--- src/rtl/mem_miss_arbiter.sv ---
// Round-robin arbiter sharing one memory port between I$ and D$ misses.
// One request outstanding; responses routed back by cache id.
package mem_miss_pkg;
  localparam int DCACHE_LINE_WIDTH = 128;

  typedef struct packed {
    logic [31:0] addr;
    logic [1:0]  op;
  } memory_request_t;
endpackage

module mem_miss_arbiter
  import mem_miss_pkg::*;
#(
  parameter int RSP_TIMEOUT = 1024
) (
  input  logic                         clock,
  input  logic                         reset,
  input  logic                         icache_req_valid,
  input  memory_request_t              icache_req_info,
  input  logic                         dcache_req_valid,
  input  memory_request_t              dcache_req_info,
  output logic                         mem_req_valid,
  output memory_request_t              mem_req_info,
  input  logic                         mem_req_ready,
  input  logic                         mem_rsp_valid,
  input  logic [DCACHE_LINE_WIDTH-1:0] mem_rsp_data,
  output logic                         rsp_valid_miss,
  output logic [DCACHE_LINE_WIDTH-1:0] rsp_data_miss,
  output logic                         rsp_cache_id,
  output logic                         icache_pending,
  output logic                         dcache_pending,
  output logic                         timeout_xcpt
);

  localparam int CW = $clog2(RSP_TIMEOUT + 1);
  localparam logic [CW-1:0] TMO_LAST = CW'(RSP_TIMEOUT - 1);
  localparam logic [CW-1:0] TMO_MAX  = CW'(RSP_TIMEOUT);

  typedef enum logic [1:0] {
    IDLE,
    ISSUE,
    WAIT_RSP
  } state_t;

  state_t          state_q;
  state_t          state_d;
  logic [1:0]      pend_q;
  logic [1:0]      pend_d;
  memory_request_t islot_q;
  memory_request_t dslot_q;
  logic            grant_id_q;
  logic            last_grant_q;
  logic [CW-1:0]   cnt_q;

  logic            grant_en;
  logic            grant_sel;
  logic            rsp_hit;
  logic            tmo_hit;
  logic [1:0]      strobe;
  logic [1:0]      clr;
  logic [1:0]      set;

  always_ff @(posedge clock or negedge reset) begin
    if (!reset) begin
      state_q <= IDLE;
    end else begin
      state_q <= state_d;
    end
  end

  always_comb begin
    state_d   = state_q;
    grant_en  = 1'b0;
    grant_sel = 1'b0;
    rsp_hit   = 1'b0;
    tmo_hit   = 1'b0;
    unique case (state_q)
      IDLE: begin
        if (|pend_q) begin
          grant_en  = 1'b1;
          // Bit 1 is D$: a lone D$ request or a tie after an I$ grant.
          grant_sel = (&pend_q) ? ~last_grant_q : pend_q[1];
          state_d   = ISSUE;
        end
      end
      ISSUE: begin
        if (mem_req_ready) begin
          state_d = WAIT_RSP;
        end
      end
      WAIT_RSP: begin
        if (mem_rsp_valid) begin
          rsp_hit = 1'b1;
          state_d = IDLE;
        end else if (cnt_q == TMO_LAST) begin
          tmo_hit = 1'b1;
          state_d = IDLE;
        end
      end
      default: state_d = IDLE;
    endcase
  end

  assign strobe = {dcache_req_valid, icache_req_valid};
  assign clr    = {2{rsp_hit | tmo_hit}} & {grant_id_q, ~grant_id_q};
  // A slot freeing this cycle may be refilled in the same cycle.
  assign set    = strobe & (~pend_q | clr);
  assign pend_d = set | (pend_q & ~clr);

  assign mem_req_valid  = (state_q == ISSUE);
  assign icache_pending = pend_q[0];
  assign dcache_pending = pend_q[1];

  always_ff @(posedge clock or negedge reset) begin
    if (!reset) begin
      pend_q         <= '0;
      islot_q        <= '0;
      dslot_q        <= '0;
      mem_req_info   <= '0;
      grant_id_q     <= 1'b0;
      last_grant_q   <= 1'b0;
      cnt_q          <= '0;
      rsp_valid_miss <= 1'b0;
      rsp_data_miss  <= '0;
      rsp_cache_id   <= 1'b0;
      timeout_xcpt   <= 1'b0;
    end else begin
      pend_q         <= pend_d;
      rsp_valid_miss <= rsp_hit;
      if (set[0]) begin
        islot_q <= icache_req_info;
      end
      if (set[1]) begin
        dslot_q <= dcache_req_info;
      end
      if (grant_en) begin
        mem_req_info <= grant_sel ? dslot_q : islot_q;
        grant_id_q   <= grant_sel;
        last_grant_q <= grant_sel;
      end
      if (state_q == ISSUE && mem_req_ready) begin
        cnt_q <= '0;
      end else if (state_q == WAIT_RSP && cnt_q != TMO_MAX) begin
        cnt_q <= cnt_q + CW'(1);
      end
      if (rsp_hit) begin
        rsp_data_miss <= mem_rsp_data;
        rsp_cache_id  <= grant_id_q;
      end
      if (tmo_hit) begin
        timeout_xcpt <= 1'b1;
      end
    end
  end

endmodule
--- config.mk ---
export PLATFORM = sky130hd
export DESIGN_NAME = mem_miss_arbiter
export DESIGN_NICKNAME = d
export VERILOG_FILES = /design/src/rtl/mem_miss_arbiter.sv
export SDC_FILE = /design/constraint.sdc
export NUM_CORES = 1
export LEC_CHECK = 0
export ABC_AREA = 1
export BUFFER_PORTS_ARGS = -buffer_cell sky130_fd_sc_hd__clkbuf_2
export CELL_PAD_IN_SITES_DETAIL_PLACEMENT = 1
export CELL_PAD_IN_SITES_GLOBAL_PLACEMENT = 1
export CORE_MARGIN = 5
export CORE_UTILIZATION = 32
export CTS_CLUSTER_DIAMETER = 80
export DETAILED_ROUTE_END_ITERATION = 10
export PLACE_DENSITY = 0.86
export SKIP_LAST_GASP = 1
export SLEW_MARGIN = 20
export SYNTH_ARGS = -nofsm -noshare
export SYNTH_HDL_FRONTEND = slang
export SYNTH_SLANG_ARGS = --single-unit
--- constraint.sdc ---
create_clock -name clock -period 1.5 [get_ports clock]
set_input_delay 0.075 -clock clock [delete_from_list [all_inputs] [get_ports clock]]
set_output_delay 0.075 -clock clock [all_outputs]
set_load 0.02 [all_outputs]
==> summary.txt <==
Outcome
  – Outcome: finished with violations
  – Failing checks: setup timing

Die
  – Die area: 35000 sq um
  – # rows: between 60 and 70
  – Starting density of the core: 0.326
  – Die Width: ~190 um
  – Die Ht: around 190 um
  – Num ports: 370
  – Core area: ~31000 sq um

Placement
  – Post-place setup slack: -0.274 ns
  – Port Buffers: 369
  – DP HPWL: around 25000 um
  – Placer Congestion: 0.822
  – Area after DPL: 12700 sq um

Synthesis
  – Yosys reg bits: 249
  – Sequential share of the synthesized area: 0.621
  – Syn_nets: 1350
  – Warnings, synthesis: 0
  – Synth cell types: 26
  – Gate Count Post-Synth: 1146
  – Synth Cell Area: between 10000 and 15000 sq um
  – Synth Area per Inst: 8.76 sq um

Worst hold path
  – Hold WC Path Type: in2async

Worst setup path
  – CP max FO: 9
  – R2R depth: 10
  – CP Cell Sequence: ha_4 -> nand3_4 -> nor2_4 -> nand3_4 -> nand3_2 -> nand3_4 -> buf_4 -> clkbuf_16 -> nand2_1 -> o21ai_0
  – WP data required: 1.91 ns
  – Worst reg2reg path endpoint: islot_q[3]
  – CP Class: reg2reg
  – Crit-path slowest cell: dfrtp_1
  – Crit path capture type: flip-flop
  – Worst setup SP type: flip-flop
  – Reg-to-Reg Start: cnt_q[1]
  – Arrival time at the worst endpoint: 2.14 ns
  – CP dominant cell by count: nand3_4
  – FF-to-FF setup slack: -0.23 ns
  – Critical Path Max Stage Delay: 0.40 ns

Route
  – ANT nets after route: 0
  – DRT iter0 DRCs: 719
  – Vias per cell: 5.18
  – Drt first pass iters: 5
  – Final WL: 52800 um
  – Routed len/inst: about 24 um
  – DRC violations left: 0
  – Via Count: 11400

STA
  – Worst-margin pin slew: roughly 0.45 ns
  – Pins Over Slew Limit: 0
  – Final hold violations: 0
  – Maximum clock rate: 0.577 GHz
  – Unrepaired setup endpoints after global routing: true
  – Hold WS: 0.0926 ns
  – Clock skew: about 0.038 ns
  – Headroom to the max-slew limit: 0.699
  – Period Utilization, post-route: 1.16
  – Final setup viols: around 100
  – Setup ws final: -0.233 ns
  – Fin crit period: 1.73 ns

Clocking
  – H-tree Lvls: 1
  – Clk slew on worst S/H paths: 0.07 ns
  – CTS sink cnt: 249
  – Clock Path Buffers: 3
  – Inserted Clock Buffers: 27
  – CTS tree: built
  – Worst-skew pair later-pin latency: 0.55 ns
  – Root Buffer: clkbuf_16

Power and ir drop
  – Logic pwr share: 0.454
  – Cell Int Power: 0.0189 W
  – Leak: roughly 8.8 nW
  – Pwr Total: approximately 0.034 W
  – Clock share of power: 0.190
  – Peak supply drop: around 1.1 mV
  – Switching share of total power: 0.448
  – Sw power: 0.0153 W
  – Seq pwr share: 0.356
  – Power Density: 2060 nW/um^2

GRT
  – Initial antenna violation count: 9
  – All-Layer GR Usage: 0.273
  – Total gr overflow: 0
  – Largest net degree at the start of global routing: 58
  – Number of global-route vias before repair: 12500
  – First-pass GRT wire length: 76000 um

Cells and area
  – Layout area overhead: 65.6%
  – Fraction of layout cells with a size suffix above 1: 0.339
  – Fillers: between 3000 and 4000
  – Nets: 1971
  – Multi-input gate area: approximately 3700 sq um
  – FF+latch area: 6230 sq um
  – Fin area: 16600 sq um

Flow run
  – Max cap viols: 0
-- critical path, delay by kind of cell (launching register included) --
kind	cells	cell delay, ns
simple gates	6	0.56
flops	1	0.40
buf+inv	2	0.34
compound gates	1	0.12
fa+ha+maj	1	0.17
-- flip-flops by register name (all words and copies together) (netlist names), 2 cells and up --
register	cells
mem_req_info	34
pend_q	2
cnt_q	11
islot_q	34
dslot_q	34
rsp_data_miss	128
state_q	2
-- power by group through the flow --
stage / Combinational [W] / Clock, W / Sequential [W]
2_1_floorplan: 0.00451 / 0 / 0.0137
4_1_cts: 0.0131 / 0.00648 / 0.0116
5_1_grt: 0.0165 / 0.00690 / 0.0124
3_5_place_dp: 0.0120 / 0 / 0.0116
3_3_place_gp: 0.0116 / 0 / 0.0115
6_report: 0.0156 / 0.00653 / 0.0122
-- timing repair --
item,4_1_cts,5_1_grt
gates resized for setup,35,136
gates cloned,9,11
hold buffers,201,0
endpoints found under the setup margin,122,242
endpoints found under the hold margin,449,0
setup buffers,6,9
pin swaps,1,28
-- through the flow --
stage | utilization | setup TNS, ns | cells
2_1_floorplan | - | -0.962 | 1146
3_3_place_gp | 0.413 | -3.67 | 1900
3_5_place_dp | 0.413 | -8.60 | 1900
4_1_cts | 0.518 | -9.60 | 2164
5_1_grt | 0.541 | -18.15 | 2190
6_report | 0.541 | -11.10 | 2190
-- synth_stat cells --
cell      instances  area [sq um]
inv_1            53           199
nor2_1           43           161
nand2_1         547          2050
or2_2             2          12.5
nor3_1            5          25.0
o31ai_1           1          7.51
dfrtp_1         249          6230
clkbuf_1         22          82.6
nand4_1           9          56.3
nor2_2            1          6.26
buf_4             3          22.5
o21ai_1          17          85.1
nand3b_1          2          15.0
o21ai_2           5          43.8
clkinv_1          1          3.75
nand2_2           2          12.5
nand2_4           2          22.5
nand3_1          43           215
a21oi_1          68           340
buf_6             6          67.6
ha_1              2          25.0
buf_2            28           140
inv_2             1          3.75
o21ai_0          26           130
xor2_1            3          26.3
nand3_2           5          50.1
-- logic make-up (layout without fill, tap and decap cells) --
logic type / after synthesis / in the layout / synth area share
AOI/OAI and AO/OA: 117 / 117 / 0.0605
xor gates and xnor gates: 3 / 3 / 0.00262
buffers and inverters: 114 / 754 / 0.0517
other: 0 / 8 / 0
adders and majority gates: 2 / 2 / 0.00249
DFF: 249 / 249 / 0.621
and+or+nand+nor: 661 / 661 / 0.262
-- worst max-delay path by stage --
stage	start	to	slack, ns	cells past startpoint
finish	cnt_q[1]	islot_q[3]	-0.23	10
global route	cnt_q[0]	islot_q[3]	-0.30	10
CTS	cnt_q[1]	dslot_q[17]	-0.11	11
detailed placement	cnt_q[0]	cnt_q[5]	-0.27	7
global placement	cnt_q[0]	cnt_q[2]	-0.17	7
floorplan	cnt_q[0]	islot_q[27]	-0.03	10
-- metal layers --
layer	vias up	global-route usage	wire, um
met4	2	0.132	3410
met5	-	0	13
met1	5616	0.312	18500
met3	202	0.0586	4000
li1	4837	-	-
met2	698	0.486	26800
-- layout by cell type, fill, tap and decap left out, drive strengths merged, types with 2 or more instances in the layout --
master	synthesis	final
nand2	551	551
clkbuf	22	416
dfrtp	249	249
dlygate4sd3	0	201
buf	37	76
a21oi	68	68
inv	54	55
nand3	48	48
o21ai	48	48
nor2	44	44
nand4	9	9
diode	0	8
nor3	5	5
clkinv	1	4
xor2	3	3
nand3b	2	2
or2	2	2
ha	2	2
-- layout make-up --
type | instances | area share
multi-input cells | 783 | 0.225
clock inverters | 5 | 0.00196
inverters | 55 | 0.0134
clock buffers | 43 | 0.0479
diodes | 8 | 0.00120
flip-flops and latches | 249 | 0.375
well taps | 396 | 0.0298
repair buffers | 651 | 0.306
No activity file was read; power rests on OpenSTA's default activity.
